<file path="src/rtl/alu_result_stage.sv">
// ============================================================================
// Module   : alu_result_stage
// Purpose  : One-entry registered output stage for the 8-bit adder. Holds the
//            sum behind a valid/ready handshake toward writeback, maintains
//            the {V,C,N,Z} flag register (masked updates, multi-byte zero
//            chain, restore path) and evaluates a branch condition.
// Revision : 1.0 - initial release
// ============================================================================
`default_nettype none

module alu_result_stage #(
    parameter logic [3:0] RESET_FLAGS = 4'b0000
) (
    input  logic       clk,
    input  logic       rst_n,
    input  logic       in_valid,
    output logic       in_ready,
    input  logic [7:0] sum,
    input  logic       carry,
    input  logic       overflow,
    input  logic [3:0] flag_mask,
    input  logic       chain,
    input  logic       flag_load,
    input  logic [3:0] flag_din,
    input  logic [2:0] cond_sel,
    output logic       out_valid,
    input  logic       out_ready,
    output logic [7:0] result,
    output logic [3:0] flags,
    output logic       cond_true
);

    // Flag bit positions inside the {V,C,N,Z} register.
    localparam int unsigned FLAG_Z = 0;
    localparam int unsigned FLAG_N = 1;
    localparam int unsigned FLAG_C = 2;
    localparam int unsigned FLAG_V = 3;

    typedef enum logic [0:0] {
        S_EMPTY = 1'b0,
        S_FULL  = 1'b1
    } state_t;

    state_t     state;
    state_t     state_next;
    logic       accept;
    logic       drain;
    logic       sum_zero;
    logic [3:0] flags_calc;
    logic [3:0] flags_next;

    // Occupancy register; reset discards any held result.
    always_ff @(posedge clk) begin
        if (!rst_n) begin
            state <= S_EMPTY;
        end else begin
            state <= state_next;
        end
    end

    // Handshake decode and occupancy next state. A full stage may accept in
    // the same cycle it drains, giving one result per cycle.
    always_comb begin
        state_next = state;
        in_ready   = (state == S_EMPTY) || out_ready;
        out_valid  = (state == S_FULL);
        accept     = in_valid && in_ready;
        drain      = out_valid && out_ready;
        case (state)
            S_EMPTY: begin
                if (accept) begin
                    state_next = S_FULL;
                end
            end
            S_FULL: begin
                if (drain && !accept) begin
                    state_next = S_EMPTY;
                end
            end
            default: state_next = S_EMPTY;
        endcase
    end

    // Candidate flag values for an accepted result; unmasked bits hold. With
    // chain set, Z stays true only while every byte so far has been zero.
    always_comb begin
        sum_zero           = (sum == 8'h00);
        flags_calc         = flags;
        flags_calc[FLAG_Z] = chain ? (flags[FLAG_Z] & sum_zero) : sum_zero;
        flags_calc[FLAG_N] = sum[7];
        flags_calc[FLAG_C] = carry;
        flags_calc[FLAG_V] = overflow;
        flags_next         = (flags_calc & flag_mask) | (flags & ~flag_mask);
    end

    // Result and flag registers. A restore wins over the accept-time flag
    // update, but the accepted sum is still captured.
    always_ff @(posedge clk) begin
        if (!rst_n) begin
            result <= 8'h00;
            flags  <= RESET_FLAGS;
        end else begin
            if (accept) begin
                result <= sum;
            end
            if (flag_load) begin
                flags <= flag_din;
            end else if (accept) begin
                flags <= flags_next;
            end
        end
    end

    // Branch condition from the registered flags only (no forwarding).
    always_comb begin
        cond_true = 1'b0;
        case (cond_sel)
            3'd0:    cond_true = 1'b1;
            3'd1:    cond_true = flags[FLAG_Z];
            3'd2:    cond_true = ~flags[FLAG_Z];
            3'd3:    cond_true = flags[FLAG_C];
            3'd4:    cond_true = ~flags[FLAG_C];
            3'd5:    cond_true = flags[FLAG_N];
            3'd6:    cond_true = flags[FLAG_V];
            3'd7:    cond_true = flags[FLAG_N] ^ flags[FLAG_V];
            default: cond_true = 1'b0;
        endcase
    end

endmodule

`default_nettype wire

</file>
<file path="config.mk">
export PLATFORM = sky130hd
export DESIGN_NAME = alu_result_stage
export DESIGN_NICKNAME = d
export VERILOG_FILES = /design/src/rtl/alu_result_stage.sv
export SDC_FILE = /design/constraint.sdc
export NUM_CORES = 1
export LEC_CHECK = 0
export ABC_AREA = 1
export BUFFER_PORTS_ARGS = -buffer_cell sky130_fd_sc_hd__clkbuf_2
export CAP_MARGIN = 20
export CORE_AREA = 2 2 45 47
export DETAILED_ROUTE_END_ITERATION = 6
export DIE_AREA = 0 0 47 49
export GPL_ROUTABILITY_DRIVEN = 0
export PLACE_DENSITY = 0.84
export SYNTH_ARGS = -nofsm -noshare
export SYNTH_HDL_FRONTEND = slang
export SYNTH_SLANG_ARGS = --single-unit
</file>
<file path="constraint.sdc">
create_clock -name clk -period 1.2 [get_ports clk]
set_clock_uncertainty 0.15 [all_clocks]
set_input_delay 0.12 -clock clk [delete_from_list [all_inputs] [get_ports clk]]
set_output_delay 0.12 -clock clk [all_outputs]
set_load 0.1 [all_outputs]
</file>
==> Word-level counts from Yosys, hierarchy flattened <==
Index checks and enable logic that the tools add are counted.
{ "totals": {"reg_bits": 13, "latch_bits": 0, "ramBits": 0, "mem_bits_ro": 0, "inputBits": 27, "out_inout_bits": 15, "n_memories": 0} }
{ "op_classes": {"n_addsub": 0, "multipliers": 0, "n_div": 0, "magnitude_cmp": 0, "eq_ne": 7, "shifts": 0, "n_mux": 7, "bitwise": 9, "reduce_logical": 8} }
{ "op_table": {"columns": ["operator", "n"], "rows": [
  ["$eq A3 B3 Y1 const B", 4],
  ["$and A4 B4 Y4", 2],
  ["$logic_not A8 Y1", 1],
  ["$mux W4", 2],
  ["$pmux W1 S8", 1],
  ["$eq A3 B2 Y1 const B", 2],
  ["$not A4 Y4", 1],
  ["$or A4 B4 Y4", 1],
  ["$eq A3 B1 Y1 const B", 1],
  ["$logic_and A1 B1 Y1", 3],
  ["$logic_not A3 Y1", 1],
  ["$mux W1", 3],
  ["$not A1 Y1", 3],
  ["$pmux W1 S2", 1],
  ["$reduce_bool A2 Y1", 1],
  ["$and A1 B1 Y1", 1],
  ["$logic_not A1 Y1", 1],
  ["$logic_or A1 B1 Y1", 1],
  ["$xor A1 B1 Y1", 1]
]} }

==> Depth between registers and ports, before layout <==
{ "depth": {"depth_word": 7, "ltp_mapped": 9, "ltp_nobuf": 8} }

==> Worst setup path before layout <==
OpenSTA, ideal clock, no wires.
{ "synth_path": {"path_kind": "register to output", "start": "register (tool-made name)", "end": "output cond_true", "arrival_ps": 2019, "t_required_ps": 930, "path_slack_ps": -1089, "stages_incl_launch_ff": 5, "path_buffers": 0, "path_cell_list": "dfxtp_1 -> inv_1 -> o22ai_1 -> nand2_1 -> nand3_1"} }
{ "synth_lines": {"columns": ["element", "line", "rtl"], "rows": [
  ["end: declaration", "30", "output logic cond_true"]
]} }

==> impl_results.html <==
<table>
<tr><th>Metric</th><th>Value</th></tr>
<tr><th colspan="2">Status</th></tr>
<tr><td>Status</td><td>complete, but fails checks</td></tr>
<tr><td>Failing checks</td><td>setup timing</td></tr>
<tr><th colspan="2">Clocking</th></tr>
<tr><td>Clk Latency, worst-skew pair</td><td>0.27 ns</td></tr>
<tr><td>Clock-pin slew on the worst setup and hold paths</td><td>0.09 ns</td></tr>
<tr><td>Max Root-Sink Buffers</td><td>2</td></tr>
<tr><td>CTS HTree Levels</td><td>1</td></tr>
<tr><td>Root buf cell</td><td>sky130_fd_sc_hd__clkbuf_4</td></tr>
<tr><td>Num CTS Buffers</td><td>3</td></tr>
<tr><td>Number of clock sinks</td><td>13</td></tr>
<tr><td>CTS tree</td><td>built</td></tr>
<tr><th colspan="2">Flow run</th></tr>
<tr><td>Count of maximum capacitance violations</td><td>0</td></tr>
<tr><th colspan="2">Timing</th></tr>
<tr><td>Final count of pins violating max slew</td><td>0</td></tr>
<tr><td>Final Cycle Share</td><td>123%</td></tr>
<tr><td>Final critical-path setup slack</td><td>-0.273 ns</td></tr>
<tr><td>Final Hold Viols</td><td>0</td></tr>
<tr><td>RSZ-0062 raised after global routing</td><td>yes</td></tr>
<tr><td>Final critical-path required period</td><td>1.47 ns</td></tr>
<tr><td>Max transition margin</td><td>73.4%</td></tr>
<tr><td>Final number of setup-violating endpoints</td><td>6</td></tr>
<tr><td>Slew @ Worst Pin</td><td>0.395 ns</td></tr>
<tr><td>Highest clock rate</td><td>679 MHz</td></tr>
<tr><th colspan="2">Die</th></tr>
<tr><td>CORE AREA</td><td>1840 sq um</td></tr>
<tr><td>Starting density of the core</td><td>37.8%</td></tr>
<tr><td>Floorplan die area</td><td>2300 sq um</td></tr>
<tr><td>Vertical die dimension</td><td>49 um</td></tr>
<tr><td>Count of pins on the block boundary</td><td>42</td></tr>
<tr><td>Chip Width</td><td>47 um</td></tr>
<tr><td>Number of rows created at floorplan</td><td>16</td></tr>
<tr><th colspan="2">Drt</th></tr>
<tr><td>Vias per cell</td><td>5.14</td></tr>
<tr><td>Count of antenna-violating nets left after detailed routing</td><td>0</td></tr>
<tr><td>Vias</td><td>945</td></tr>
<tr><td>Number of iterations in the first detailed-routing pass</td><td>4</td></tr>
<tr><td>Post-route DRC violation count</td><td>0</td></tr>
<tr><td>Drt first-iter violations</td><td>21</td></tr>
<tr><td>Wire per inst</td><td>16.2 um</td></tr>
<tr><td>Detailed Route WL</td><td>2980 um</td></tr>
<tr><th colspan="2">Synth</th></tr>
<tr><td>Post-synthesis register bit count</td><td>13</td></tr>
<tr><td>Most area-hungry cell type in the Yosys netlist</td><td>sky130_fd_sc_hd__dfxtp_1</td></tr>
<tr><td>Post-Syn Nets</td><td>122</td></tr>
<tr><td>Share of synthesized flip-flops with an asynchronous set or reset</td><td>0%</td></tr>
<tr><td>Most used flip-flop cell after synthesis</td><td>sky130_fd_sc_hd__dfxtp_1</td></tr>
<tr><td>Netlist area before placement</td><td>697 sq um</td></tr>
<tr><td>Area share of the largest cell type after synthesis</td><td>37.3%</td></tr>
<tr><td>Leading post-synthesis cells by cell area</td><td>sky130_fd_sc_hd__dfxtp_1 37%, sky130_fd_sc_hd__inv_1 11%, sky130_fd_sc_hd__o21ai_0 10%</td></tr>
<tr><td>Top post-synthesis cells by count</td><td>20 x sky130_fd_sc_hd__inv_1, 14 x sky130_fd_sc_hd__o21ai_0, 13 x sky130_fd_sc_hd__dfxtp_1, 12 x sky130_fd_sc_hd__nand2_1, 9 x sky130_fd_sc_hd__a21oi_1</td></tr>
<tr><td>Number of synthesized flops with an enable pin</td><td>0</td></tr>
<tr><td>Yosys warnings</td><td>0</td></tr>
<tr><td>Gate count after technology mapping</td><td>95</td></tr>
<tr><td>Seq/Total Area, Yosys</td><td>37.3%</td></tr>
<tr><td>Count leader, synth</td><td>sky130_fd_sc_hd__inv_1</td></tr>
<tr><td>Average footprint of a synthesized cell</td><td>7.34 sq um</td></tr>
<tr><td>Unique cell type count in the Yosys netlist</td><td>21</td></tr>
<tr><th colspan="2">Cells and area</th></tr>
<tr><td>Layout-stage area growth over the synthesis result</td><td>113%</td></tr>
<tr><td>Share of post-route cells with drive strength above 1</td><td>55.4%</td></tr>
<tr><td>Count of nets after finishing</td><td>185</td></tr>
<tr><td>Number of fillers in the final layout</td><td>114</td></tr>
<tr><td>Diode count</td><td>0</td></tr>
<tr><td>Design area</td><td>1480 sq um</td></tr>
<tr><th colspan="2">GRT</th></tr>
<tr><td>Vias in the first global route</td><td>855</td></tr>
<tr><td>Pin count of the biggest net entering global routing</td><td>21</td></tr>
<tr><td>GRT Util Overall</td><td>21.7%</td></tr>
<tr><td>Grt ovf</td><td>0</td></tr>
<tr><td>First-pass GRT wire length</td><td>3640 um</td></tr>
<tr><td>Antenna violations before repair</td><td>0</td></tr>
<tr><th colspan="2">Pwr</th></tr>
<tr><td>Cell leakage power</td><td>0.713 nW</td></tr>
<tr><td>Pwr Total</td><td>1.57 mW</td></tr>
<tr><td>Ratio of total power to cell area</td><td>1060 nW/um^2</td></tr>
<tr><td>Worst IR Drop VDD</td><td>0.693 mV</td></tr>
<tr><th colspan="2">Worst setup path</th></tr>
<tr><td>Largest stage delay, worst path</td><td>0.34 ns</td></tr>
<tr><td>Category of the worst setup path launch point</td><td>register</td></tr>
<tr><td>CP Class</td><td>register to primary output</td></tr>
<tr><td>Highest net fanout along the worst path</td><td>3</td></tr>
<tr><td>CP Data Required Time</td><td>0.93 ns</td></tr>
<tr><td>Crit path buffers/inverters</td><td>1</td></tr>
<tr><td>Worst-path cell with the longest stage delay</td><td>sky130_fd_sc_hd__dfxtp_2</td></tr>
<tr><td>Worst Setup End Kind</td><td>primary output</td></tr>
<tr><td>Data arrival time at the worst-slack endpoint</td><td>1.20 ns</td></tr>
<tr><td>Cell-by-cell listing of the critical path</td><td>a22o_1 &gt; nand3_2 &gt; nand3_4 &gt; buf_12</td></tr>
<tr><td>Delay-heaviest family, CP</td><td>flip-flops</td></tr>
<tr><th colspan="2">Placement</th></tr>
<tr><td>Post-place instance area</td><td>1170 sq um</td></tr>
<tr><td>HPWL after detailed placement</td><td>1590 um</td></tr>
<tr><td>I/O Buffers</td><td>41</td></tr>
<tr><th colspan="2">Hold path</th></tr>
<tr><td>Class of the tightest hold or removal check</td><td>primary input to register</td></tr>
</table>
cells by family after synthesis:
logic type	synth area share, %
AND/OR/NAND/NOR	24.8
AO/OA/AOI/OAI	22.4
buffers and inverters	15.4
flip-flops	37.3
worst register-to-register path: cells and delay by family (launching register included):
kind / cells / cell delay [ns]
AND/OR/NAND/NOR: 2 / 0.20
flip-flops: 1 / 0.34
AO/OA/AOI/OAI: 1 / 0.05
buffers and inverters: 3 / 0.37
power breakdown:
group | switching (mW) | total, mW | leakage (nW) | internal [mW]
registers | 0.0411 | 0.506 | 0.110 | 0.465
clock network | 0.151 | 0.280 | 0.0150 | 0.129
logic | 0.481 | 0.781 | 0.588 | 0.300
total | 0.674 | 1.57 | 0.713 | 0.893
what timing repair did:
action	CTS	global route
hold endpoints to repair	8	0
hold buffers	8	0
setup buffers	4	5
pin swaps	3	6
resized for setup	6	29
cloned	0	2
endpoints found under the setup margin	4	11
per-layer routing:
layer  vias up  routed length [um]  global-route usage (%)
met3        14                 171                    2.96
met2        55                1610                    39.7
li1        430                   -                       -
met5         -                   0                       0
met1       446                1040                    23.1
met4         0                 157                    9.26
per-stage QoR:
step	hold WS [ns]	cells	utilization, %	setup WS, ns	setup TNS [ns]
finish	0.0165	184	80.5	-0.273	-0.452
global route	0.0270	184	80.5	-0.330	-0.716
CTS	0.00108	177	72.2	-0.218	-0.218
detailed placement	0.219	161	63.8	-0.0000302	-0.0000302
global placement	0.217	161	63.8	0.0468	0
floorplan	0.0926	95	-	-0.327	-3.56
layout make-up:
type	instances	area [sq um]	area share, %
repair buffers	59	597	40.3
multi-input cells	58	440	29.7
flip-flops and latches	13	274	18.5
inverters	21	91.3	6.16
well taps	27	33.8	2.28
clock buffers	4	26.3	1.77
repair inverters	2	20.0	1.35
worst paths after layout:
| kind | start | endpoint | slack, ns | depth (start not counted) |
|---|---|---|---|---|
| min reg2reg | out_valid | out_valid | 0.39 | 2 |
| max reg2reg | register | register | -0.04 | 6 |
| max | register | cond_true | -0.27 | 4 |
| min | sum[7] | result[7] | 0.02 | 3 |
placed cells by master, fill, tap and decap left out, types with 3 or more instances in the layout:
master / count
sky130_fd_sc_hd__inv_1: 20
sky130_fd_sc_hd__buf_6: 3
sky130_fd_sc_hd__dfxtp_1: 8
sky130_fd_sc_hd__nand2_1: 10
sky130_fd_sc_hd__dlygate4sd3_1: 8
sky130_fd_sc_hd__o21ai_2: 4
sky130_fd_sc_hd__a21oi_1: 8
sky130_fd_sc_hd__clkbuf_2: 26
sky130_fd_sc_hd__buf_4: 7
sky130_fd_sc_hd__nand2_2: 3
sky130_fd_sc_hd__buf_12: 15
sky130_fd_sc_hd__nand3_4: 3
sky130_fd_sc_hd__o21ai_0: 6
sky130_fd_sc_hd__clkbuf_4: 3
sky130_fd_sc_hd__nand3_2: 4
sky130_fd_sc_hd__dfxtp_4: 3
sky130_fd_sc_hd__o21ai_1: 4
No activity file was read; power rests on OpenSTA's default activity.
